<file path="src/rtl/csi2_stat_collector.sv">
// CSI-2 receive statistics: saturating error counters plus min/max
// lines-per-frame and pixels-per-line tracking for status registers.
module csi2_stat_collector #(
  parameter int unsigned ERR_CNT_WIDTH = 32,
  parameter int unsigned LN_CNT_WIDTH  = 16,
  parameter int unsigned PX_CNT_WIDTH  = 16
) (
  input  logic                     clk_i,
  input  logic                     rst_i,
  input  logic                     clear_stat_i,
  input  logic                     header_err_i,
  input  logic                     corr_header_err_i,
  input  logic                     crc_err_i,
  input  logic                     px_valid_i,
  input  logic                     px_sof_i,
  input  logic                     px_eol_i,
  input  logic                     frame_end_i,
  output logic [ERR_CNT_WIDTH-1:0] header_err_cnt_o,
  output logic [ERR_CNT_WIDTH-1:0] corr_header_err_cnt_o,
  output logic [ERR_CNT_WIDTH-1:0] crc_err_cnt_o,
  output logic [LN_CNT_WIDTH-1:0]  max_ln_per_frame_o,
  output logic [LN_CNT_WIDTH-1:0]  min_ln_per_frame_o,
  output logic [PX_CNT_WIDTH-1:0]  max_px_per_ln_o,
  output logic [PX_CNT_WIDTH-1:0]  min_px_per_ln_o
);

  localparam logic [PX_CNT_WIDTH-1:0]  PX_MAX  = '1;
  localparam logic [LN_CNT_WIDTH-1:0]  LN_MAX  = '1;
  localparam logic [ERR_CNT_WIDTH-1:0] ERR_MAX = '1;

  typedef enum logic {
    ST_IDLE   = 1'b0,
    ST_ACTIVE = 1'b1
  } state_t;

  state_t                  state;
  state_t                  state_nxt;
  logic                    sof_beat_c;
  logic                    count_beat;
  logic                    restart;
  logic                    line_end;
  logic                    frame_commit;
  logic [PX_CNT_WIDTH-1:0] px_cnt;
  logic [PX_CNT_WIDTH-1:0] px_base;
  logic [PX_CNT_WIDTH-1:0] px_len;
  logic [LN_CNT_WIDTH-1:0] ln_cnt;
  logic [LN_CNT_WIDTH-1:0] ln_base;
  logic [LN_CNT_WIDTH-1:0] ln_now;

  function automatic logic [ERR_CNT_WIDTH-1:0] err_inc(
    input logic [ERR_CNT_WIDTH-1:0] cnt,
    input logic                     ev
  );
    return (ev && (cnt != ERR_MAX)) ? cnt + ERR_CNT_WIDTH'(1) : cnt;
  endfunction

  assign sof_beat_c = px_valid_i & px_sof_i;

  // State register
  always_ff @(posedge clk_i or posedge rst_i) begin
    if (rst_i) state <= ST_IDLE;
    else       state <= state_nxt;
  end

  // Next-state logic; a new sof while active restarts the frame in place
  always_comb begin
    state_nxt = state;
    case (state)
      ST_IDLE:   if (sof_beat_c) state_nxt = ST_ACTIVE;
      ST_ACTIVE: if (!sof_beat_c && frame_end_i) state_nxt = ST_IDLE;
      default:   state_nxt = ST_IDLE;
    endcase
    if (clear_stat_i) state_nxt = ST_IDLE;
  end

  // Control decode: which datapath actions this cycle performs
  always_comb begin
    count_beat   = 1'b0;
    restart      = 1'b0;
    line_end     = 1'b0;
    frame_commit = 1'b0;
    case (state)
      ST_IDLE: begin
        if (sof_beat_c) begin
          count_beat = 1'b1;
          restart    = 1'b1;
          line_end   = px_eol_i;
        end
      end
      ST_ACTIVE: begin
        if (px_valid_i) begin
          count_beat = 1'b1;
          restart    = px_sof_i;
          line_end   = px_eol_i;
        end
        frame_commit = frame_end_i & ~sof_beat_c;
      end
      default: ;
    endcase
  end

  // Running counts including the current beat, restarted on sof
  always_comb begin
    px_base = restart ? '0 : px_cnt;
    ln_base = restart ? '0 : ln_cnt;
    px_len  = (px_base == PX_MAX) ? PX_MAX : px_base + PX_CNT_WIDTH'(1);
    ln_now  = ln_base;
    if (line_end) ln_now = (ln_base == LN_MAX) ? LN_MAX : ln_base + LN_CNT_WIDTH'(1);
  end

  // Saturating error counters
  always_ff @(posedge clk_i or posedge rst_i) begin
    if (rst_i) begin
      header_err_cnt_o      <= '0;
      corr_header_err_cnt_o <= '0;
      crc_err_cnt_o         <= '0;
    end else if (clear_stat_i) begin
      header_err_cnt_o      <= '0;
      corr_header_err_cnt_o <= '0;
      crc_err_cnt_o         <= '0;
    end else begin
      header_err_cnt_o      <= err_inc(header_err_cnt_o, header_err_i);
      corr_header_err_cnt_o <= err_inc(corr_header_err_cnt_o, corr_header_err_i);
      crc_err_cnt_o         <= err_inc(crc_err_cnt_o, crc_err_i);
    end
  end

  // Pixel/line counters and min/max statistics
  always_ff @(posedge clk_i or posedge rst_i) begin
    if (rst_i) begin
      px_cnt             <= '0;
      ln_cnt             <= '0;
      max_ln_per_frame_o <= '0;
      min_ln_per_frame_o <= '1;
      max_px_per_ln_o    <= '0;
      min_px_per_ln_o    <= '1;
    end else if (clear_stat_i) begin
      px_cnt             <= '0;
      ln_cnt             <= '0;
      max_ln_per_frame_o <= '0;
      min_ln_per_frame_o <= '1;
      max_px_per_ln_o    <= '0;
      min_px_per_ln_o    <= '1;
    end else begin
      if (frame_commit) begin
        px_cnt <= '0;
        ln_cnt <= '0;
        if (ln_now != '0) begin
          if (ln_now > max_ln_per_frame_o) max_ln_per_frame_o <= ln_now;
          if (ln_now < min_ln_per_frame_o) min_ln_per_frame_o <= ln_now;
        end
      end else if (count_beat) begin
        px_cnt <= line_end ? '0 : px_len;
        ln_cnt <= ln_now;
      end
      if (count_beat && line_end) begin
        if (px_len > max_px_per_ln_o) max_px_per_ln_o <= px_len;
        if (px_len < min_px_per_ln_o) min_px_per_ln_o <= px_len;
      end
    end
  end

endmodule

</file>
<file path="config.mk">
export PLATFORM = sky130hd
export DESIGN_NAME = csi2_stat_collector
export DESIGN_NICKNAME = d
export VERILOG_FILES = /design/src/rtl/csi2_stat_collector.sv
export SDC_FILE = /design/constraint.sdc
export NUM_CORES = 1
export LEC_CHECK = 0
export CORE_UTILIZATION = 55
export CTS_CLUSTER_SIZE = 12
export DETAILED_ROUTE_END_ITERATION = 16
export PLACE_DENSITY = 0.89
export RECOVER_POWER = 100
export SYNTH_ARGS = -nofsm -noshare
export SYNTH_HDL_FRONTEND = slang
export SYNTH_SLANG_ARGS = --single-unit
</file>
<file path="constraint.sdc">
create_clock -name clk_i -period 8.6 [get_ports clk_i]
set_clock_uncertainty 0.05 [all_clocks]
set_input_delay 1.29 -clock clk_i [delete_from_list [all_inputs] [get_ports clk_i]]
set_output_delay 1.29 -clock clk_i [all_outputs]
set_load 0.01 [all_outputs]
</file>
* After elaboration in Yosys (flattened, before gate mapping) *
Cells that the tools add are included.

word-level totals
  register bits = 193

operators by class
  add/sub/neg operators = 5
  order comparisons = 4
  reduce and logical (&&, ||, !) cells = 22
  eq/ne operators = 5
  bitwise gates (word level) = 4
  muxes and demuxes = 44

operator list
  operator                 count
  $mux W16                 26
  $mux W32                 6
  $add A32 B1 Y32 const B  3
  $ne A32 B32 Y1 const B   3
  $add A16 B1 Y16 const B  2
  $eq A16 B16 Y1 const B   2
  $gt A16 B16 Y1           2
  $lt A16 B16 Y1           2
  $reduce_bool A2 Y1       10
  $reduce_bool A16 Y1      1
  $mux W1                  8
  $pmux W1 S2              4
  $reduce_and A3 Y1        2
  $logic_and A1 B1 Y1      5
  $reduce_and A2 Y1        2
  $reduce_bool A3 Y1       1
  $and A1 B1 Y1            2
  $not A1 Y1               2
  $logic_not A1 Y1         1

* Logic depth before layout (Yosys ltp) *
Gate-level depths: netlist (run 1).

  word-level depth = 12
  mapped depth = 20

* Worst setup path after synthesis (run 1) *
Ideal clock, no wire load.

  path kind = input -> register
  from = input port px_sof_i
  to = register max_px_per_ln_o[10]
  cell stages on the path = 19
  data arrival time = 5.071 ns
  required time = 8.412 ns
  path buffers = 6
  library setup time = 0.138 ns
  path slack = 3.341 ns
  cell sequence = buf_2 > nand2_1 > clkbuf_1 > clkbuf_1 > and2_1 > ha_1 > and4_1 > nand4_1 > clkbuf_1 > o21ai_0 > ha_1 > a21o_1 > a21o_1 > a21oi_1 > o211ai_1 > o21ai_0 > clkbuf_1 > clkbuf_1 > a211oi_1

on the way
  longest elaborated chain between the ends = 9
  elaborated cells between the ends (all ways) = 19

RTL lines
  element                                                   line  RTL
  start: declaration                                        15    input logic px_sof_i,
  $and A1 B1 Y1                                             57    assign sof_beat_c = px_valid_i & px_sof_i;
  $mux W1                                                   84    if (sof_beat_c) begin
  $pmux W1 S2                                               82    case (state)
  $mux W16                                                  104   px_base = restart ? '0 : px_cnt;
  $add A16 B1 Y16 or $eq A16 B16 Y1 (tied branches)         106   px_len = (px_base == PX_MAX) ? PX_MAX : px_base + PX_CNT_WIDTH'(1);
  $mux W16                                                  106
  $gt A16 B16 Y1 or $mux W16 (tied branches)                157   if (px_len > max_px_per_ln_o) max_px_per_ln_o <= px_len;
  $reduce_bool A2 Y1 (no line) or $mux W16 (tied branches)  n/a
  $reduce_and A2 Y1 (no line) or $mux W16 (tied branches)   n/a
  end signal: assignment                                    157
  end: declaration                                          23    output logic [PX_CNT_WIDTH-1:0] max_px_per_ln_o,

Several ways; a longest one is shown, not always the timed one. The select of a mux whose other input is x is not followed.
A chain may end at the register's enable or synchronous reset.

* Worst setup path in the final report (run 1) *
  from = input port px_valid_i
  to = register max_px_per_ln_o[0]

on the way
  longest elaborated chain between the ends = 9
  elaborated cells between the ends (all ways) = 21

RTL lines
  element                                                   line  RTL
  start: declaration                                        14    input logic px_valid_i,
  $and A1 B1 Y1                                             57
  $mux W1                                                   84
  $pmux W1 S2                                               82
  $mux W16                                                  104
  $add A16 B1 Y16 or $eq A16 B16 Y1 (tied branches)         106
  $mux W16                                                  106
  $gt A16 B16 Y1 or $mux W16 (tied branches)                157
  $reduce_bool A2 Y1 (no line) or $mux W16 (tied branches)  n/a
  $reduce_and A2 Y1 (no line) or $mux W16 (tied branches)   n/a

Several ways; a longest one is shown, not always the timed one. The select of a mux whose other input is x is not followed.

==> results.py, run 1 <==
metrics = {
    "finish": {
        "fin_cells": 1608,
        "nFillCells": 1506,
        "nets": 1405,
        "multi_input_area_sq_um": 5620,
        "drive_above_1_share_pct": 6.33,
        "diodes": 0,
        "syn2layout_area_growth_pct": 21.8,
        "final-seq-area_sq_um": 4870,
    },
    "sta": {
        "max_slew_margin_pct": -247,
        "setup_viol": 0,
        "setup-tns-final_ps": 0,
        "post-route-period-util_pct": 82.7,
        "tightestPinTransition_ps": 5170,
        "worst_slack_ps": 1490,
        "max_freq_mhz": 141,
        "rsz0062_at_grt": "false",
        "final-hold-violation-count": 0,
        "final_max_slew_viol_count": 439,
        "min_period_ps": 7110,
    },
    "setup_path": {
        "timing.rr.end": "min_ln_per_frame_o[9]",
        "critical_path_class": "input pin to flop",
        "r2r_cells": 13,
        "critPathRequiredTime_ps": 8730,
        "cp-start-kind": "input pin",
        "r2r_setup_slack_ps": 2720,
        "reg2reg_from": "state",
        "worstPathArrival_ps": 7240,
        "cp_max_fo": 29,
        "endpoint_kind": "flop",
    },
    "route": {
        "firstDrtPassIters": 6,
        "totalWireLength_mm": 27.7,
        "wire_per_inst_um": 17.2,
        "drc": 0,
        "wl_met2_mm": 13.5,
        "top_layer_used": "met4",
        "drtIter0Drc": 783,
        "dr_wl_met3_mm": 1.84,
        "met1_length_mm": 11.7,
        "viasPerCell": 5.94,
        "vias": 9551,
        "postRouteAntennaNets": 0,
    },
    "synth": {
        "yosys_warnings": 0,
        "syn-cell-area_sq_um": 11000,
        "synth_flop_cell": "dfrtp_1",
        "ys_top_cells_by_area": "dfrtp_1 (37%), dfstp_2 (7.6%), ha_1 (7.4%), nor2_1 (5.4%), xor2_1 (5.3%)",
        "synth-edff-count": 0,
        "postSynthCellCount": 1184,
        "yosysTopAreaCell": "dfrtp_1",
        "syn_nets": 1259,
        "yosysSeqAreaShare_pct": 44.2,
        "ys_ff_latch": 193,
        "synth_cell_types": 66,
        "synth_top_cell_area_share_pct": 36.6,
        "async_flop_share_pct": 100,
        "synth.avg_cell_area_sq_um": 9.30,
    },
    "worst_hold_path": {
        "whs_endpoint": "min_ln_per_frame_o[8]",
        "hold_depth": 1,
        "hold_start": "min_ln_per_frame_o[8]",
        "holdCritPathClass": "flop to flop",
    },
    "die": {
        "fp.dieArea_sq_um": 20600,
        "fp-row-count": 51,
        "pin_count": 170,
        "core_sq_um": 19500,
        "initial_core_util_pct": 56.4,
        "die_y_um": 143,
        "die_w_um": 143,
    },
    "cts": {
        "clk_pin_slew_ps": 80,
        "cts_tree": "done",
        "cts_buffer_depth": 2,
        "hold_buffers": 0,
        "cts_setup_buffers": 0,
        "cts-root-buf": "clkbuf_16",
        "cts_made_buffers": 17,
        "clk_latency_ps": 450,
        "clock_sinks": 193,
        "htreeDepth": 4,
        "cts_resized": 0,
    },
    "placement": {
        "dp_cells": 1576,
        "dp_hpwl_mm": 18.9,
        "io_buffers": 169,
        "gp_congestion": 0.876,
        "pre_cts_ws_ps": 1870,
    },
    "grt": {
        "grt_remaining_overflow": 0,
        "grt_pass1_wl_mm": 44.3,
        "grt_max_degree": 121,
        "grt_use_total_pct": 27.2,
        "grt_pass1_vias": 9015,
        "antenna_found_initial": 0,
    },
    "power_and_ir_drop": {
        "leakage_nw": 6.22,
        "cellPowerDensity_nw_per_um2": 157,
        "ir_drop_uv": 143,
    },
    "run_status": {
        "violations": "max-capacitance violations, max-slew violations",
        "status": "complete, but fails checks",
    },
    "job": {
        "drv_cap": 7,
    },
}
==> how the worst max path moves through the flow <==
stage	startpoint	end	slack [ps]
after floorplan	rst_i	corr_header_err_cnt_o[0]	2060
after global placement	px_sof_i	min_px_per_ln_o[14]	2040
after detailed placement	px_sof_i	min_px_per_ln_o[11]	1870
after CTS	px_sof_i	min_px_per_ln_o[11]	2300
after global routing	clear_stat_i	min_px_per_ln_o[13]	1070
final	px_valid_i	max_px_per_ln_o[0]	1490
==> sequential cells by signal (all words and copies together) (netlist names) <==
signal,count
max_px_per_ln_o,16
header_err_cnt_o,32
state,1
crc_err_cnt_o,32
corr_header_err_cnt_o,32
ln_cnt,16
min_px_per_ln_o,16
min_ln_per_frame_o,16
px_cnt,16
max_ln_per_frame_o,16
==> where the power goes <==
part	internal (mW)	switching, mW	leakage, nW
sequential	0.959	0.0325	2.58
combinational	0.127	0.197	3.36
clock	0.391	0.401	0.282
==> metrics by stage <==
stage	hold slack [ps]	cell area [sq um]	total power [mW]	utilization (%)
after detailed placement	454	12900	1.35	66.0
after global routing	483	13400	2.19	68.7
after floorplan	429	11000	1.21	-
after CTS	472	13500	2.13	69.0
final	470	13400	2.11	68.7
after global placement	452	12900	1.33	66.0
==> area by class of cell <==
type	count	area share, %
multi-input cells	868	41.9
clock inverters	15	1.22
repair buffers	176	12.9
well taps	265	2.47
clock buffers	17	3.17
inverters	74	2.08
flip-flops and latches	193	36.3
==> critical path, cell delays in order <==
cell           delay [ps]
dlygate4sd3_1         620
nand2_1               590
and2_0                280
ha_1                  250
and4_1                280
nand4_1               480
o21ai_0               540
ha_1                  380
nand4_1               130
nor3_1                 70
nor4_1                200
o211ai_1              160
o21ai_1              1580
mux2i_1               310
nor2_1                 70
==> cell families (layout without fill, tap and decap cells) <==
family,Yosys count,count (layout),share of synthesized area (%)
fa+ha+maj,65,65,7.39
flops,193,193,44.2
compound gates,220,220,13.9
xor+xnor,99,99,7.87
buf+inv,123,282,4.50
mux,8,8,0.739
simple gates,476,476,21.4
==> synth_stat cells, types with 7 or more instances <==
cell / instances
inv_1: 73
o21ai_0: 48
a32o_1: 13
nand3_1: 62
xnor2_1: 33
nand2_1: 77
xor2_1: 66
mux2i_1: 7
and2_1: 15
a22o_1: 17
a21oi_1: 55
ha_1: 65
or3_1: 16
nor3_1: 46
a31oi_1: 8
dfrtp_1: 161
dfstp_2: 32
a211oi_1: 19
and4_1: 14
o32a_1: 15
and3_1: 19
a21o_1: 9
nor2_1: 157
nand4_1: 40
clkbuf_1: 40
==> routing by layer <==
layer,track usage [%],up-vias
li1,-,4514
met1,35.3,4625
met2,45.1,363
met3,5.26,49
met4,10.4,0
met5,0,-
==> layout by cell type (no fill, tap or decap), types with 16 or more instances in the layout <==
master         count
xor2_1            66
dfstp_2           32
or3_1             16
ha_1              65
a22o_1            17
clkbuf_16         17
dlygate4sd3_1    163
nor3_1            46
xnor2_1           33
a21oi_1           55
and3_1            19
inv_1             72
o21ai_0           48
nand4_1           40
a211oi_1          19
nor2_1           158
dfrtp_1          161
nand2_1           77
nand3_1           62
No activity file was read; power rests on OpenSTA's default activity.
==> run 2, diff against run 1 <==
- clock period: 8.6 -> 6.9 ns (I/O delays scaled with it)
==> results.py, run 2 (synthesis results as in run 1) <==
metrics = {
    "finish": {
        "nFillCells": 1477,
        "syn2layout_area_growth_pct": 22.6,
        "largest_registers": "corr_header_err_cnt_o: 32 flops, crc_err_cnt_o: 32 flops, header_err_cnt_o: 32 flops",
        "nets": 1411,
        "final_common_cell": "dlygate4sd3_1",
        "final_cell_mix": "dlygate4sd3_1 (162), dfrtp_1 (161), nor2_1 (157)",
        "drive_above_1_share_pct": 7.04,
        "diodes": 0,
    },
    "sta": {
        "rsz0062_at_grt": "false",
        "worst_slack_ps": 656,
        "max_slew_margin_pct": -201,
        "setup-tns-final_ps": 0,
        "tightestPinTransition_ps": 4520,
        "final_max_slew_viol_count": 228,
        "post-route-period-util_pct": 90.5,
        "max_freq_mhz": 160,
        "min_period_ps": 6240,
        "setup_viol": 0,
        "final-hold-violation-count": 0,
    },
    "cts": {
        "clock_sinks": 193,
        "hold_buffers": 0,
        "cts_setup_buffers": 0,
        "cts_tree": "done",
        "cts-root-buf": "clkbuf_16",
        "clk_pin_slew_ps": 80,
        "clk_latency_ps": 440,
        "cts_made_buffers": 17,
        "cts_resized": 0,
        "htreeDepth": 4,
        "cts_buffer_depth": 2,
    },
    "worst_hold_path": {
        "holdCritPathClass": "flop to flop",
        "hold_depth": 1,
    },
    "placement": {
        "pre_cts_ws_ps": 755,
        "gp_congestion": 0.851,
        "io_buffers": 169,
        "dp_hpwl_mm": 19.4,
    },
    "route": {
        "wire_per_inst_um": 17.5,
        "totalWireLength_mm": 28.2,
        "vias": 9691,
        "firstDrtPassIters": 6,
        "drtIter0Drc": 730,
        "drc": 0,
        "postRouteAntennaNets": 0,
        "viasPerCell": 6.00,
    },
    "grt": {
        "grt_use_total_pct": 28.2,
        "antenna_found_initial": 0,
        "grt_pass1_wl_mm": 45.9,
        "grt_remaining_overflow": 0,
        "grt_pass1_vias": 9440,
        "grt_max_degree": 122,
    },
    "power_and_ir_drop": {
        "p_int_mw": 1.88,
        "p_sw_uw": 784,
        "power_frac_comb_pct": 15.4,
        "seqPwrFrac_pct": 46.3,
        "cellPowerDensity_nw_per_um2": 197,
        "p_sw_share_pct": 29.4,
        "finalPower_mw": 2.67,
        "ir_drop_uv": 171,
        "leakage_nw": 6.28,
        "clockPowerShare_pct": 38.3,
    },
    "die": {
        "fp-row-count": 51,
        "pin_count": 170,
        "fp.dieArea_sq_um": 20600,
        "die_y_um": 143,
        "core_sq_um": 19500,
        "initial_core_util_pct": 56.4,
        "die_w_um": 143,
    },
    "run_status": {
        "violations": "max-capacitance violations, max-slew violations",
        "status": "complete, but fails checks",
    },
    "setup_path": {
        "endpoint_kind": "flop",
        "critPathRequiredTime_ps": 7120,
        "r2r_cells": 13,
        "critical_path_class": "input pin to flop",
        "cp-start-kind": "input pin",
        "worstPathArrival_ps": 6470,
        "cp_max_fo": 20,
    },
    "job": {
        "drv_cap": 3,
    },
}
[run 2: through the flow]
| step | hold slack [ps] | cell area (sq um) | instances | util (%) |
|---|---|---|---|---|
| 3_5_place_dp | 463 | 12900 | 1582 | 66.2 |
| 4_1_cts | 475 | 13500 | 1614 | 69.3 |
| 5_1_grt | 487 | 13500 | 1614 | 69.1 |
| 6_report | 471 | 13500 | 1614 | 69.1 |
| 2_1_floorplan | 429 | 11000 | 1184 | - |
| 3_3_place_gp | 452 | 12900 | 1582 | 66.2 |
[run 2: power groups by stage]
| stage | registers (mW) | clock network (mW) | logic (mW) |
|---|---|---|---|
| floorplan | 1.27 | 0 | 0.242 |
| detailed placement | 1.26 | 0 | 0.417 |
| global route | 1.24 | 1.08 | 0.454 |
| CTS | 1.24 | 1.03 | 0.427 |
| finish | 1.23 | 1.02 | 0.410 |
| global placement | 1.26 | 0 | 0.406 |
[run 2: path summary, 6_finish.rpt]
kind                                        from                        end  slack (ps)
setup / recovery                        px_sof_i        max_px_per_ln_o[11]         660
hold / removal             min_ln_per_frame_o[1]      min_ln_per_frame_o[1]         470
setup reg to reg                           state      min_ln_per_frame_o[4]        1780
max in group asynchronous                  rst_i  corr_header_err_cnt_o[28]        1390
hold reg to reg            min_ln_per_frame_o[1]      min_ln_per_frame_o[1]         470
min in group asynchronous                  rst_i     max_ln_per_frame_o[15]        2740
[run 2: routing by layer]
layer / track usage [%] / part of all wire [%]
met1: 34.8 / 42
met2: 48.0 / 49
met3: 7.00 / 6.7
met4: 10.0 / 2.5
met5: 0 / 0
[run 2: final cells by class]
class	instances	area, sq um	area share [%]
clock buffer	17	425	3.15
clock inverter	15	183	1.35
multi-input combinational	868	5630	41.7
timing repair buffer	182	1780	13.2
tap	265	332	2.46
sequential	193	4870	36.1
inverter	74	278	2.06
[run 2: worst max-delay path, stage by stage]
cell and delay, ps:
dlygate4sd3_1 660, nand2_1 230, and2_0 230, ha_1 260
and4_1 270, nand4_1 460, nand2b_1 450, ha_1 320
nor2b_1 140, o21a_1 190, o21a_1 180, o21ai_0 200
a21oi_1 120, o21ai_0 970, buf_4 400, nor2_1 70
a211oi_1 280
